**src/rtl/popcount22_unary_tx.sv**
```systemverilog
// Inverse popcount: each accepted count C becomes an N-bit serial frame with min(C,N) ones.
// Optional macro POPCOUNT22_SPREAD_EN spreads the ones evenly instead of thermometer order.
module popcount22_unary_tx #(
    parameter int N = 22,
    parameter int W = 5
) (
    input  logic         clk,
    input  logic         rst_n,
    input  logic [W-1:0] in_count,
    input  logic         in_valid,
    output logic         in_ready,
    output logic         out_bit,
    output logic         out_valid,
    input  logic         out_ready,
    output logic         out_last,
    output logic         busy
);

    localparam int IW = (N > 1) ? $clog2(N) : 1;
    localparam logic [IW-1:0] LAST = IW'(N - 1);

    // The count must be able to represent N itself.
    if ((1 << W) <= N) begin : g_width_check
        $error("popcount22_unary_tx: 2^W must exceed N");
    end

    typedef enum logic {IDLE, EMIT} state_t;

    state_t        r_state;
    state_t        w_next;
    logic [IW-1:0] r_idx;
    logic [W-1:0]  r_cnt;
    logic [W-1:0]  w_sat;
    logic          w_bit;
    logic          w_at_last;
    logic          w_fire;

    assign w_sat     = (32'(in_count) > N) ? W'(N) : in_count;
    assign w_at_last = (r_idx == LAST);
    assign w_fire    = (r_state == EMIT) && out_ready;

`ifdef POPCOUNT22_SPREAD_EN
    logic [W:0] r_acc;
    logic [W:0] w_sum;

    assign w_sum = r_acc + {1'b0, r_cnt};
    assign w_bit = (w_sum >= (W+1)'(N));

    // Error accumulator: carries the fractional ones between bits.
    always_ff @(posedge clk or negedge rst_n) begin
        if (!rst_n) begin
            r_acc <= '0;
        end else if (r_state == IDLE) begin
            if (in_valid) r_acc <= '0;
        end else if (out_ready) begin
            r_acc <= w_bit ? (w_sum - (W+1)'(N)) : w_sum;
        end
    end
`else
    assign w_bit = (32'(r_idx) < 32'(r_cnt));
`endif

    // State register.
    always_ff @(posedge clk or negedge rst_n) begin
        if (!rst_n) r_state <= IDLE;
        else        r_state <= w_next;
    end

    // Next state and handshake outputs.
    always_comb begin
        w_next    = r_state;
        in_ready  = 1'b0;
        out_valid = 1'b0;
        busy      = 1'b0;
        unique case (r_state)
            IDLE: begin
                in_ready = 1'b1;
                if (in_valid) w_next = EMIT;
            end
            EMIT: begin
                out_valid = 1'b1;
                busy      = 1'b1;
                if (out_ready && w_at_last) w_next = IDLE;
            end
            default: w_next = IDLE;
        endcase
    end

    // Count latch and bit index; index wraps to 0 after the last bit.
    always_ff @(posedge clk or negedge rst_n) begin
        if (!rst_n) begin
            r_cnt <= '0;
            r_idx <= '0;
        end else if (r_state == IDLE) begin
            if (in_valid) begin
                r_cnt <= w_sat;
                r_idx <= '0;
            end
        end else if (w_fire) begin
            r_idx <= w_at_last ? '0 : r_idx + IW'(1);
        end
    end

    assign out_bit  = (r_state == EMIT) && w_bit;
    assign out_last = (r_state == EMIT) && w_at_last;

endmodule

```
**config.mk**
```make
export PLATFORM = sky130hd
export DESIGN_NAME = popcount22_unary_tx
export DESIGN_NICKNAME = d
export VERILOG_FILES = /design/src/rtl/popcount22_unary_tx.sv
export SDC_FILE = /design/constraint.sdc
export NUM_CORES = 1
export LEC_CHECK = 0
export ABC_AREA = 1
export BUFFER_PORTS_ARGS = -buffer_cell sky130_fd_sc_hd__clkbuf_2
export CAP_MARGIN = 40
export CORE_MARGIN = 2
export CORE_UTILIZATION = 45
export DETAILED_ROUTE_END_ITERATION = 8
export PLACE_DENSITY = 0.67
export SETUP_SLACK_MARGIN = 0.4
export SLEW_MARGIN = 20
export SYNTH_ARGS = -nofsm -noshare
export SYNTH_HDL_FRONTEND = slang
export SYNTH_SLANG_ARGS = --single-unit
```
**constraint.sdc**
```tcl
create_clock -name clk -period 2.85 [get_ports clk]
set_clock_uncertainty 0.05 [all_clocks]
set_input_delay 0.4275 -clock clk [delete_from_list [all_inputs] [get_ports clk]]
set_output_delay 0.4275 -clock clk [all_outputs]
set_load 0.005 [all_outputs]
```
==> metrics.md, run 1 <==
| Metric | Value |
|---|---|
| Setup repair after global routing missed its margin | `false` |
| Post-route setup TNS | `0 ps` |
| Flops & latches, synth | `11` |
| Cts repair resizes | `0` |
| Antenna cells | `0` |
| Syn Nets | `106` |
| Sink Count | `11` |
| WHS | `347 ps` |
| Cell Area, Placed | `816 um2` |
| Initial antenna violation count | `0` |
| NumNets Final | `123` |
| Synth top area cells | `dfrtp_1, nand2_1, ha_1, inv_1, nand2_4` |
| Startpoint types | `register` |
| Fmax achieved | `0.483 GHz` |
| Max H-tree Level | `1` |
| Hold Crit Class | `in2reg` |
| DR WL/cell | `10.3 um` |
| Grt ovf | `0` |
| Post-route ant nets | `0` |
| WL final | `1270 um` |
| DIE AREA | `2010 um2` |
| Clk pin slew, worst setup/hold paths | `70 ps` |
| Core area | `1540 um2` |
| Worst slew margin | `79.0%` |
| CP peak stage delay | `490 ps` |
| CP required | `2370 ps` |
| Area share of the largest cell type after synthesis | `36.7%` |
| Residual DRC count | `0` |
| Max Cap Violations | `0` |
| Layout cells sized above 1 | `29.9%` |
| Post-layout min period | `2070 ps` |
| Routed vias/inst | `4.76` |
| Status | `finished, final reports clean` |
| Vias in the first global route | `545` |
| Worst Path Arrival | `1590 ps` |
| Final setup fails | `0` |
| Worst-margin pin slew | `316 ps` |
| CP max FO | `8` |
| CP Capture Type | `primary output` |
| GRT Util Overall | `15.7%` |
| Initial DRC Count | `9` |
| Gpl congestion | `0.722` |
| Post-synthesis average cell area | `8.24 um2` |
| TritonCTS Buffers | `3` |
| Crit-path cells | `ha_1, nand2_1, inv_1, o21bai_1, nand2_1, nor2_1, clkbuf_2` |
| Top_reg_cell synth | `dfrtp_1` |
| Post-route cell area | `852 um2` |
| Fillers | `155` |
| WS Path Type | `reg2out` |
| IO Pins | `14` |
| Asr flop ratio synth | `100%` |
| Part of the cycle the worst path needs | `72.7%` |
| Bufs and invs on worst path | `2` |
| Starting Density | `48.6%` |
| CP delay by family, top | `flip-flops` |
| Die Wd | `44.8 um` |
| Via count | `585` |
| Synth area leader | `dfrtp_1` |
| Die height | `44.8 um` |
| First-pass GRT wire length | `2290 um` |
| Most used cell, CP | `nand2_1` |
| Worst IR drop on VDD | `0.336 mV` |
| Synth warn | `0` |
| Post-synthesis sequential area ratio | `36.7%` |
| Clk_lat worst skew | `270 ps` |
| FP Rows | `14` |
| Clk root buf | `clkbuf_4` |
| Final Hold Viols | `0` |
| Largest net degree at the start of global routing | `12` |
| Leakage Power | `0.497 nW` |
| Clock buffer depth | `2` |
| Detailed placer's ending HPWL | `1050 um` |
| Post-synth EDFFs | `0` |
| Post-CTS Hold Fix Bufs | `1` |
| CTS tree | `yes` |
| Drt first pass iters | `3` |
| Mapped Cells | `91` |
| Synth cell types | `23` |
| Synthesized area | `749 um2` |
| Slew Limit Fails | `0` |
| Port bufs | `13` |
| CP max-delay cell | `dfrtp_1` |
| # Post-CTS Setup Buffers | `0` |
| Cell Pwr Density | `735 nW/um2` |
| Layout area overhead | `13.7%` |
==> placed cells by master (no fill, tap or decap) <==
master         instances
clkbuf_1               1
clkbuf_2              13
a21oi_1                3
nand2_1               21
dfrtp_1               11
inv_4                  2
inv_1                 12
ha_1                   6
nor3_1                 1
xnor2_1                1
nor2_1                 9
nor2_2                 1
nand2_4                4
o22ai_1                1
nand3_1                3
o21bai_1               1
nor2_8                 1
o21ai_0                1
o21ai_2                4
clkbuf_4               3
nand4_1                2
dlygate4sd3_1          1
inv_2                  3
nor3b_2                1
o21ai_1                1
==> per-layer routing <==
metal  GRT usage (%)  share of wire (%)  routed length, um  vias to the layer above
met5               0                  0                  0                        -
met4            1.76                  0                  0                        0
met3            6.40                5.6                 71                        0
met2            24.3                 44                558                       11
met1            21.3                 50                642                      258
li1                -                  -                  -                      316
==> path summary, 6_finish.rpt <==
kind | start | end | slack, ps | depth (start not counted)
min reg2reg | r_cnt[4]$_DFFE_PN0P_ | r_cnt[4]$_DFFE_PN0P_ | 480 | 2
max in group asynchronous | rst_n | r_cnt[0]$_DFFE_PN0P_ | 2020 | 2
max reg2reg | r_idx[0]$_DFFE_PN0P_ | r_idx[4]$_DFFE_PN0P_ | 1570 | 8
min | in_count[3] | r_cnt[3]$_DFFE_PN0P_ | 350 | 3
min in group asynchronous | rst_n | r_idx[4]$_DFFE_PN0P_ | 510 | 2
max | r_idx[2]$_DFFE_PN0P_ | out_bit | 780 | 7
==> cell type report <==
| class | instances | area, um2 | share of cell area, % |
|---|---|---|---|
| Inverter | 17 | 68.8 | 8.08 |
| Clock buffer | 4 | 26.3 | 3.08 |
| Sequential cell | 11 | 275 | 32.3 |
| Multi-Input combinational cell | 61 | 387 | 45.4 |
| Timing Repair Buffer | 14 | 75.1 | 8.81 |
| Tap cell | 16 | 20.0 | 2.35 |
==> synth_stat cells, types with 2 or more instances <==
cell      n
inv_1    12
nand2_1  21
nand4_1   2
nor2_1    9
nand2_4   4
ha_1      6
a21oi_1   3
nand3_1   3
o21ai_2   4
inv_4     2
inv_2     3
dfrtp_1  11
==> metrics by stage <==
stage               power, mW  setup WS [ps]  cells  util [%]
floorplan               0.475           1330     91         -
global placement        0.515           1110    118      52.9
detailed placement      0.528           1070    118      52.9
CTS                     0.637            768    123      55.3
global route            0.693            676    123      55.3
finish                  0.626            778    123      55.3
==> tightest hold or removal path: stages <==
cell,delay (ps)
clkbuf_2,90
nand2_1,60
o21ai_1,50
==> cell families after synthesis <==
logic type | share of synthesized area, %
adders and majority gates | 10.0
AOI/OAI and AO/OA | 9.85
and+or+nand+nor | 30.5
DFF | 36.7
buffers and inverters | 11.7
xor gates and xnor gates | 1.17
==> flip-flops by register name (all words and copies together), names as in the netlist <==
signal and flops:
r_state 1, r_idx 5, r_cnt 5
==> power by group <==
part	internal, mW	leakage, nW	total, mW	switching, mW
Combinational	0.114	0.353	0.245	0.130
Sequential	0.208	0.129	0.274	0.0664
Clock	0.0542	0.0150	0.107	0.0532
(Power assumes the default switching activity.)
==> inputs of run 2 (changes only) <==
==> constraint.sdc (replaced) <==
create_clock -name clk -period 1.94 [get_ports clk]
set_clock_uncertainty 0.05 [all_clocks]
set_input_delay 0.291 -clock clk [delete_from_list [all_inputs] [get_ports clk]]
set_output_delay 0.291 -clock clk [all_outputs]
set_load 0.005 [all_outputs]
==> run 2 against run 1 <==
Compared with the run above: hold slack got worse by 140 ps; sequential share of layout area shrank 3.0 points; critical path depth unchanged; largest cell class unchanged; die area stayed put; power up 78%; setup slack got worse by 610 ps; critical path type unchanged; flip-flop and latch count unchanged; via count increased by 6.7%; cell area up 12%.
==> metrics.md, run 2 (same netlist as run 1, synthesis figures left out) <==
| Metric | Value |
|---|---|
| Status | `finished, final reports clean` |
| WL final | `1440 um` |
| Layout cells sized above 1 | `46.0%` |
| WHS | `206 ps` |
| Critical Path End | `out_bit` |
| Worst Reg2Reg Path Length in Cells | `9` |
| CP max FO | `4` |
| CP peak stage delay | `420 ps` |
| Area of the multi-input gates | `439 um2` |
| Clk_lat worst skew | `270 ps` |
| Leakage Power | `0.514 nW` |
| Via count | `624` |
| CTS tree | `yes` |
| Sink Count | `11` |
| P_sw | `0.439 mW` |
| Post-layout min period | `1770 ps` |
| Hold Crit Class | `in2reg` |
| Clk pin slew, worst setup/hold paths | `80 ps` |
| Vias in the first global route | `588` |
| Top Metal Used | `met3` |
| Max Cap Violations | `0` |
| CP delay by family, top | `flip-flops` |
| Worst-margin pin slew | `286 ps` |
| Drt first pass iters | `3` |
| Starting Density | `48.6%` |
| Part of the cycle the worst path needs | `91.2%` |
| Core area | `1540 um2` |
| WL met1 | `688 um` |
| Logic pwr share | `51.3%` |
| Total stage count of the critical path | `7` |
| Initial antenna violation count | `0` |
| Routed vias/inst | `4.84` |
| IO Pins | `14` |
| Startpoint types | `register` |
| Bufs and invs on worst path | `2` |
| CP max-delay cell | `dfrtp_1` |
| Reg power frac | `34.3%` |
| Setup ws final | `171 ps` |
| DIE AREA | `2010 um2` |
| Clk root buf | `clkbuf_4` |
| Max H-tree Level | `1` |
| FP Rows | `14` |
| Most common cell after layout, fill and taps aside | `nand2_1` |
| Grt ovf | `0` |
| Setup repair after global routing missed its margin | `true` |
| Wire length on met3 | `67 um` |
| Reg2reg setup slack | `710 ps` |
| Layout area overhead | `27.2%` |
| Clock share of power | `14.4%` |
| Post-route setup TNS | `0 ps` |
| Fillers | `140` |
| RR Endpoint | `r_idx[4]$_DFFE_PN0P_` |
| Gpl congestion | `0.722` |
| Seq. cell area | `279 um2` |
| Die Wd | `44.8 um` |
| Detailed placer's ending HPWL | `1050 um` |
| WS Path Type | `reg2out` |
| Crit-path cells | `ha_1, nand2_2, inv_2, o21bai_1, nand2_1, nor2_1, buf_2` |
| Final Hold Viols | `0` |
| Final setup fails | `0` |
| RR Startpoint | `r_idx[1]$_DFFE_PN0P_` |
| Port bufs | `13` |
| Fmax achieved | `0.565 GHz` |
| Worst IR drop on VDD | `0.566 mV` |
| Clock buffer depth | `2` |
| Initial DRC Count | `7` |
| Antenna cells | `0` |
| TritonCTS Buffers | `3` |
| Post-route ant nets | `0` |
| Largest net degree at the start of global routing | `12` |
| Worst min-delay path startpoint | `in_count[3]` |
| Cell Pwr Density | `1170 nW/um2` |
| Int Pwr | `0.673 mW` |
| Residual DRC count | `0` |
| Switch share | `39.5%` |
| Regs by FF count | `r_cnt x5, r_idx x5, r_state x1` |
| Worst Path Arrival | `1430 ps` |
| CP Capture Type | `primary output` |
| Final core occ | `61.9%` |
| Metal2 WL | `679 um` |
| Commonest non-fill, non-tap cells in the layout | `nand2_1, clkbuf_2, inv_1` |
| DR WL/cell | `11.1 um` |
| CP required | `1600 ps` |
| First-pass GRT wire length | `2440 um` |
| Worst slack, placed | `298 ps` |
| GRT Util Overall | `16.5%` |
| Worst slew margin | `80.9%` |
| NumNets Final | `129` |
| Die height | `44.8 um` |
| Slew Limit Fails | `0` |
| CP startpoint | `r_idx[1]$_DFFE_PN0P_` |
==> run 2: worst min-delay path by stage <==
stage                                      end  depth (start not counted)
after floorplan           r_cnt[0]$_DFFE_PN0P_                          0
after global placement    r_idx[3]$_DFFE_PN0P_                          1
after detailed placement  r_idx[4]$_DFFE_PN0P_                          1
after CTS                 r_cnt[3]$_DFFE_PN0P_                          3
after global routing      r_cnt[3]$_DFFE_PN0P_                          3
final                     r_cnt[3]$_DFFE_PN0P_                          3
==> run 2: metal layers <==
metal / up-vias / global-route usage [%]
met1: 283 / 22.1
met2: 11 / 27.0
li1: 330 / -
met3: 0 / 5.20
met5: - / 0
met4: 0 / 1.76
==> run 2: final cells by class <==
class / count / share of cell area (%)
inverters: 17 / 7.22
clock buffers: 4 / 2.76
well taps: 16 / 2.10
multi-input cells: 61 / 46.1
repair buffers: 20 / 12.6
flip-flops and latches: 11 / 29.3
==> run 2: tightest hold or removal path: stages <==
cell	delay, ps
clkbuf_2	90
nand2_1	60
o21ai_1	50
==> run 2: power by group through the flow <==
| stage | clock network, mW | logic [mW] | registers [mW] |
|---|---|---|---|
| finish | 0.160 | 0.570 | 0.381 |
| global route | 0.174 | 0.653 | 0.391 |
| CTS | 0.163 | 0.496 | 0.373 |
| detailed placement | 0 | 0.367 | 0.408 |
| global placement | 0 | 0.353 | 0.404 |
| floorplan | 0 | 0.329 | 0.369 |
==> run 2: per-stage QoR <==
| stage | instance area, um2 | total power [mW] | cells |
|---|---|---|---|
| final | 953 | 1.11 | 129 |
| after global routing | 953 | 1.22 | 129 |
| after CTS | 908 | 1.03 | 128 |
| after detailed placement | 816 | 0.775 | 118 |
| after global placement | 816 | 0.757 | 118 |
| after floorplan | 749 | 0.698 | 91 |
==> run 2: repair_timing <==
action,4_1_cts,5_1_grt
endpoints found under the hold margin,11,0
endpoints found under the setup margin,2,2
pin swaps,2,4
gates resized for setup,5,10
hold buffers,1,0
buffers inserted,5,1
